--- src/rtl/perceptron_pkg.sv ---
// Shared constants for the bit-serial perceptron layer: FSM encodings and score-width helper.
package perceptron_pkg;

    localparam logic [1:0] ST_IDLE   = 2'd0;
    localparam logic [1:0] ST_ACCUM  = 2'd1;
    localparam logic [1:0] ST_ARGMAX = 2'd2;
    localparam logic [1:0] ST_DONE   = 2'd3;

    // Score width large enough that WIDTH weights of WB bits can never overflow.
    function automatic int acc_w(input int wb, input int width);
        return wb + $clog2(width + 1);
    endfunction

endpackage

--- src/rtl/perceptron_acc.sv ---
// Per-class score accumulator: adds the sign-extended weight whenever the current pixel is set.
module perceptron_acc
    import perceptron_pkg::*;
#(
    parameter int WB    = 4,
    parameter int ACC_W = 9
) (
    input  logic                    clk,
    input  logic                    rst_n,
    input  logic                    clear,
    input  logic                    en,
    input  logic                    pix,
    input  logic signed [WB-1:0]    weight,
    output logic signed [ACC_W-1:0] score
);

    logic signed [ACC_W-1:0] weight_ext;

    assign weight_ext = {{(ACC_W-WB){weight[WB-1]}}, weight};

    always_ff @(posedge clk or negedge rst_n) begin
        if (!rst_n) begin
            score <= '0;
        end else if (clear) begin
            score <= '0;
        end else if (en && pix) begin
            score <= score + weight_ext;
        end
    end

endmodule

--- src/rtl/perceptron_layer.sv ---
// Multi-class bit-serial perceptron layer: run-time loadable weights, one pixel per cycle
// into all class scores in parallel, then a sequential argmax over the class scores.
module perceptron_layer
    import perceptron_pkg::*;
#(
    parameter int WIDTH   = 25,
    parameter int CLASSES = 4,
    parameter int WB      = 4,
    parameter int ACC_W   = acc_w(WB, WIDTH),
    localparam int CW     = $clog2(CLASSES),
    localparam int PW     = $clog2(WIDTH)
) (
    input  logic                    clk,
    input  logic                    rst_n,
    input  logic [WIDTH-1:0]        in_data,
    input  logic                    in_valid,
    output logic                    in_ready,
    input  logic                    w_we,
    input  logic [CW-1:0]           w_class,
    input  logic [PW-1:0]           w_idx,
    input  logic signed [WB-1:0]    w_data,
    output logic                    busy,
    output logic [CW-1:0]           out_class,
    output logic signed [ACC_W-1:0] out_score,
    output logic                    out_valid,
    input  logic                    out_ready
);

    localparam logic [PW-1:0] PX_LAST = PW'(WIDTH - 1);
    localparam logic [CW-1:0] K_LAST  = CW'(CLASSES - 1);

    logic [1:0]              state;
    logic [WIDTH-1:0]        img;
    logic [PW-1:0]           px;
    logic [CW-1:0]           k;
    logic signed [ACC_W-1:0] best;
    logic [CW-1:0]           best_idx;
    logic signed [ACC_W-1:0] cand_best;
    logic [CW-1:0]           cand_idx;
    logic signed [ACC_W-1:0] score [CLASSES];
    logic signed [WB-1:0]    wram  [CLASSES][WIDTH];
    logic                    xfer;
    logic                    wr_en;

    assign in_ready  = (state == ST_IDLE);
    assign busy      = (state != ST_IDLE);
    assign out_valid = (state == ST_DONE);
    assign xfer      = in_valid && (state == ST_IDLE);
    assign wr_en     = w_we && (state == ST_IDLE) &&
                       (32'(w_idx) < WIDTH) && (32'(w_class) < CLASSES);

    // Weight RAM is deliberately not reset; a same-cycle write lands before ACCUM reads it.
    always_ff @(posedge clk) begin
        if (wr_en) begin
            wram[w_class][w_idx] <= w_data;
        end
    end

    for (genvar c = 0; c < CLASSES; c++) begin : g_acc
        perceptron_acc #(
            .WB    (WB),
            .ACC_W (ACC_W)
        ) u_acc (
            .clk    (clk),
            .rst_n  (rst_n),
            .clear  (xfer),
            .en     (state == ST_ACCUM),
            .pix    (img[px]),
            .weight (wram[c][px]),
            .score  (score[c])
        );
    end

    // Step k=0 seeds the running best with class 0; later steps replace only on strictly greater.
    always_comb begin
        cand_best = best;
        cand_idx  = best_idx;
        if (k == '0) begin
            cand_best = score[0];
            cand_idx  = '0;
        end else if (score[k] > best) begin
            cand_best = score[k];
            cand_idx  = k;
        end
    end

    always_ff @(posedge clk or negedge rst_n) begin
        if (!rst_n) begin
            state     <= ST_IDLE;
            img       <= '0;
            px        <= '0;
            k         <= '0;
            best      <= '0;
            best_idx  <= '0;
            out_class <= '0;
            out_score <= '0;
        end else begin
            case (state)
                ST_IDLE: begin
                    if (xfer) begin
                        img   <= in_data;
                        px    <= '0;
                        k     <= '0;
                        state <= ST_ACCUM;
                    end
                end
                ST_ACCUM: begin
                    if (px == PX_LAST) begin
                        k     <= '0;
                        state <= ST_ARGMAX;
                    end else begin
                        px <= px + 1'b1;
                    end
                end
                ST_ARGMAX: begin
                    best     <= cand_best;
                    best_idx <= cand_idx;
                    if (k == K_LAST) begin
                        out_class <= cand_idx;
                        out_score <= cand_best;
                        state     <= ST_DONE;
                    end else begin
                        k <= k + 1'b1;
                    end
                end
                ST_DONE: begin
                    if (out_ready) begin
                        state <= ST_IDLE;
                    end
                end
                default: state <= ST_IDLE;
            endcase
        end
    end

endmodule

--- config.mk ---
export PLATFORM = sky130hd
export DESIGN_NAME = perceptron_layer
export DESIGN_NICKNAME = d
export VERILOG_FILES = /design/src/rtl/perceptron_pkg.sv /design/src/rtl/perceptron_acc.sv /design/src/rtl/perceptron_layer.sv
export SDC_FILE = /design/constraint.sdc
export NUM_CORES = 1
export LEC_CHECK = 0
export BUFFER_PORTS_ARGS = -buffer_cell sky130_fd_sc_hd__buf_2
export CAP_MARGIN = 20
export CORE_UTILIZATION = 30
export DETAILED_ROUTE_END_ITERATION = 12
export SYNTH_ARGS = -nofsm -noshare
export SYNTH_HDL_FRONTEND = slang
export SYNTH_SLANG_ARGS = --single-unit
--- constraint.sdc ---
create_clock -name clk -period 4.3 [get_ports clk]
set_input_delay 0.86 -clock clk [delete_from_list [all_inputs] [get_ports clk]]
set_output_delay 0.86 -clock clk [all_outputs]
set_load 0.05 [all_outputs]
# Word-level counts from Yosys, hierarchy flattened
# Memories as Yosys holds them, arrays and structs flattened.
# Index checks and enable logic that the tools add are counted.
word_totals:
  register_bits: 92
  elab_cells: 101
  memories: 1
  romBits: 0
  mem_bits_rw: 400
  latch_bits: 0
  inputBits: 41
op_classes:
  n_eq_ne: 11
  n_bitwise: 3
  n_mux: 45
  addsub: 6
  order_cmp: 7
  n_reduce_logical: 16
  n_mul: 0
  div_mod_pow: 0
  shift: 0
mem_list:
  columns: ["name", "depth", "word_bits", "read_ports", "rd_clocked_by_memory_dff", "write_ports", "line_no", "text"]
  rows:
  - ["wram", 4, 100, 4, 0, 1, "perceptron_layer.sv:41", "logic signed [WB-1:0] wram [CLASSES][WIDTH];"]
op_table:
  columns: ["op", "count"]
  rows:
  - ["$mux W9", 12]
  - ["$mux W100", 1]
  - ["$bmux W4 S5", 4]
  - ["$add A9 B4 Y9", 4]
  - ["$mux W4", 9]
  - ["$demux W4 S5", 1]
  - ["$bmux W9 S2", 1]
  - ["$mux W2", 9]
  - ["$ge A6 B6 Y1 const B", 2]
  - ["$not A5 Y6", 2]
  - ["$mux W5", 2]
  - ["$pmux W5 S2", 1]
  - ["$gt A9 B9 Y1", 1]
  - ["$ne A2 B2 Y1 const B", 4]
  - ["$pmux W2 S4", 1]
  - ["$reduce_and A4 Y1", 2]
  - ["$eq A2 B2 Y1 const B", 3]
  - ["$lt A5 B6 Y1 const B", 1]
  - ["$lt A6 B1 Y1 const B", 1]
  - ["$pmux W2 S3", 1]
  - ["$reduce_bool A2 Y1", 3]
  - ["$add A5 B1 Y5 const B", 1]
  - ["$bmux W1 S5", 1]
  - ["$eq A5 B5 Y1 const B", 1]
  - ["other kinds (12)", 20]

# Logic depth before layout (Yosys ltp)
logic_depth:
  word_depth: 7
  mapped_depth: 17

# Cells and area by module
# A second synthesis with hierarchy kept.
hier_totals:
  cells_unflattened: 1515
  area_unflattened_um2: 22460.3
by_module_without_submodules:
  columns: ["mod", "n_inst", "area_per_inst_um2", "cells_each"]
  rows:
  - ["perceptron_layer", 1, 19407.4, 1167]
  - ["perceptron_acc", 4, 763.2, 87]

# Worst setup path before layout
# No wires, ideal clock.
synth_timing:
  kind: "register -> register"
  start: "reg px[0]"
  end: "reg g_acc[2].u_acc.score[8]"
  arrival_time_ns: 4.095
  required_ns: 4.166
  stages_incl_launch_ff: 16
  path_slack_ns: 0.070
  cell_sequence: "dfrtp_1 -> buf_6 -> buf_4 -> buf_2 -> mux4_2 -> mux2_2 -> a21oi_1 -> o21ai_0 -> ha_1 -> fa_1 -> a211oi_1 -> o21bai_1 -> a2111oi_0 -> nor3_1 -> mux2i_1 -> nand4_1"
synth_between:
  elab_chain_len: 7
  elab_cells_between_ends: 11
synth_lines:
  columns: ["element", "line_no", "text"]
  rows:
  - ["from (decl)", "perceptron_layer.sv:34", "logic [PW-1:0] px;"]
  - ["from (signal assigned)", "perceptron_layer.sv:112", "px <= px + 1'b1;"]
  - ["$not A5 Y6 (implied by the code)", "perceptron_layer.sv:69", ".weight (wram[c][px]),"]
  - ["$bmux W4 S5", "perceptron_layer.sv:69", null]
  - ["$mux W4 (implied by the code) (2 in series)", "perceptron_layer.sv:69", null]
  - ["$add A9 B4 Y9", "perceptron_acc.sv:27", "score <= score + weight_ext;"]
  - ["$mux W9", "perceptron_acc.sv:26", "end else if (en && pix) begin"]
  - ["$mux W9", "perceptron_acc.sv:24", "end else if (clear) begin"]
  - ["to (signal assigned)", "perceptron_acc.sv:27", null]
  - ["to (decl)", "perceptron_acc.sv:14", "output logic signed [ACC_W-1:0] score"]
# Parallel ways exist; a longest one is shown, timed or not. The select of a mux whose other input is x is not followed.
# A chain may end at the register's enable or synchronous reset.

# Worst setup path after layout
# Ends and elaborated chain as after synthesis.

==> flow_summary.toml <==
[global_routing]
grt-ovfl-total = 0
antenna_found_initial = 2
grt_usage = 0.1410
grt_pass1_vias = 13140
grt_first_pass_wirelength_mm = 80.44
grt_max_degree = 101

[timing]
setup_viol = 0
tightest_slew_ns = 1.086
finalSetupTns_ns = 0
fin_crit_ns = 4.198
min_period_over_period = 0.9763
finalClockSkew_ns = 0.01651
hold_viol = 0
fin_hold_ws_ns = 0.4235
relSlewSlack = 0.2759
fmax_mhz = 238.2
finalMaxSlewViolations = 0

[cells_and_area]
fill_cells = 6890
final_cell_count_no_fill = 2583
drive_gt1_frac = 0.2229
diodes = 0
nets = 1680
syn2layout_area_growth_pct = 15.81
fin_util = 0.3515

[detailed_routing]
wl_per_cell_um = 20.63
drt_iter0_markers = 1196
vias_per_cell = 5.045
routed_wl_mm = 53.28
drtPass1Iterations = 5
drc = 0
routed-via-count = 13030
ant_nets = 0

[floorplanning]
die_height_um = 273.7
die_area_sq_um = 74900
pin_count = 55
die_w_um = 273.7
rows = 99
start_util = 0.3035
coreArea_sq_um = 72960

[synthesis]
synth_ff_type = "edfxtp_1"
netlist.area_leader.share = 0.5425
async_flop_share = 0.1870
synth_top_cells_by_area = "edfxtp_1, mux4_2, dfrtp_1"
ys_ff_latch = 492
syn-num-nets = 1576
syn_area_per_cell_sq_um = 14.95
syn_area_sq_um = 22140
synth_area_leader_cell = "edfxtp_1"
synthCells = 1481
ys.warnings.count = 0
synthDistinctLibCells = 71
synth_most_common_cell = "edfxtp_1"
ys_seq_area_frac = 0.6464
synthTopCellsByCount = "edfxtp_1, nand2_1, nor2_1"
synth_edf_count = 400

[min_path]
hp-class = "in2async"

[cts]
cts-buffers-inserted = 49
cts.path.max_buffers = 3
cts.sinks = 492
cts-root-buf = "clkbuf_16"
tritoncts = "built"
cts-htree-levels = 2
clk_latency_ns = 0.60
clk_pin_slew_ns = 0.07

[pwr]
p_per_area_nw_per_um2 = 681.2
p_total_uw = 17470
ir_drop_mv = 0.3900
p_leak_uw = 0.008964

[worst_setup_path]
crit_chain = "buf_12 > buf_16 > mux4_2 > mux2_2 > a21oi_1 > o21ai_0 > fa_1 > a211oi_1 > o21bai_1 > a2111oi_0 > buf_4 > nor3_1 > mux2i_1 > nand4_1"
slowest_delay_ns = 0.57
cp_data_arrival_time_ns = 4.66
end_kind = "flip-flop"
crit_path_max_fanout = 18
path_buf_inv = 3
critPathLaunchType = "flip-flop"
critPathKind = "reg2reg"
critical_path_required_ns = 4.77
path_delay_family = "compound AO/OA/AOI/OAI gates"
crit_slowest_cell = "fa_1"

[place]
gp_congestion = 0.8334
place_inst = 2473
io_buffers = 54
dp_hpwl_mm = 35.95

[outcome]
outcome = "finished clean"

[run]
max-cap-violations = 0
-- through the flow --
stage	instance area (sq um)	setup slack (ns)
after floorplan	22140	0.07049
after global placement	23740	0.08199
after detailed placement	23740	0.04095
after CTS	25420	0.01745
after global routing	25640	-0.001718
final	25640	0.1021
-- power by group --
part	total (uW)	leakage (uW)	internal, uW	switching (uW)
logic	7020	0.00336	3170	3850
clock network	4490	0.000831	2630	1860
registers	5950	0.00478	5530	418
-- sequential cells by signal, indices dropped and copies added, names as in the netlist --
signal and flops:
img 25, best_idx 2, k 2, out_class 2, g_acc.u_acc.score 36, out_score 9, best 9, state 2
px 5, wram 400
-- cells by family (layout without fill, tap and decap cells) --
family	count (synthesis)	in the layout	synth area share
compound gates	197	197	0.06024
xor+xnor	23	23	0.009098
fa+ha+maj	54	54	0.03187
buf+inv	98	241	0.02192
flops	492	492	0.6464
mux	188	188	0.1464
simple gates	429	429	0.08408
-- worst paths after layout --
check / startpoint / endpoint / slack (ns) / depth (start not counted)
worst max-delay path: px[0] / g_acc[2].u_acc.score[8] / 0.10 / 14
worst max register to register: px[0] / g_acc[2].u_acc.score[8] / 0.10 / 14
worst min register to register: img[22] / img[22] / 0.47 / 2
min in group clk: in_data[22] / img[22] / 0.46 / 3
max in group asynchronous: rst_n / img[12] / 2.93 / 2
worst min-delay path: rst_n / g_acc[0].u_acc.score[7] / 0.42 / 1
-- metal layers --
metal,track usage,up-vias,share of wire
met4,0.03867,2,0.025
li1,-,5893,-
met3,0.02737,84,0.064
met5,0,-,0.00019
met1,0.2009,6624,0.46
met2,0.2182,429,0.46
-- timing repair --
item / 4_1_cts / 5_1_grt
hold buffers: 0 / 0
endpoints found under the setup margin: 0 / 5
resized for setup: 0 / 14
buffers inserted: 0 / 18
-- area by class of cell --
class	instances	area, sq um	area share
clock buffer	61	1331	0.05192
clock inverter	29	350.3	0.01366
inverter	20	75.07	0.002928
multi-input combinational	891	7366	0.2872
sequential	492	14330	0.5587
tap	959	1200	0.04679
timing repair buffer	131	994.7	0.03879
-- placed cells by master, fill, tap and decap left out, types with 50 or more instances in the layout --
cell,Yosys,routed
clkbuf_16,0,50
buf_4,7,67
dfrtp_1,92,88
mux2i_1,65,65
buf_2,16,53
mux4_2,107,107
edfxtp_1,400,400
nor2_1,153,153
nand2_1,195,195
a21oi_1,51,51
Note: power is estimated with default switching activity, not from simulation.
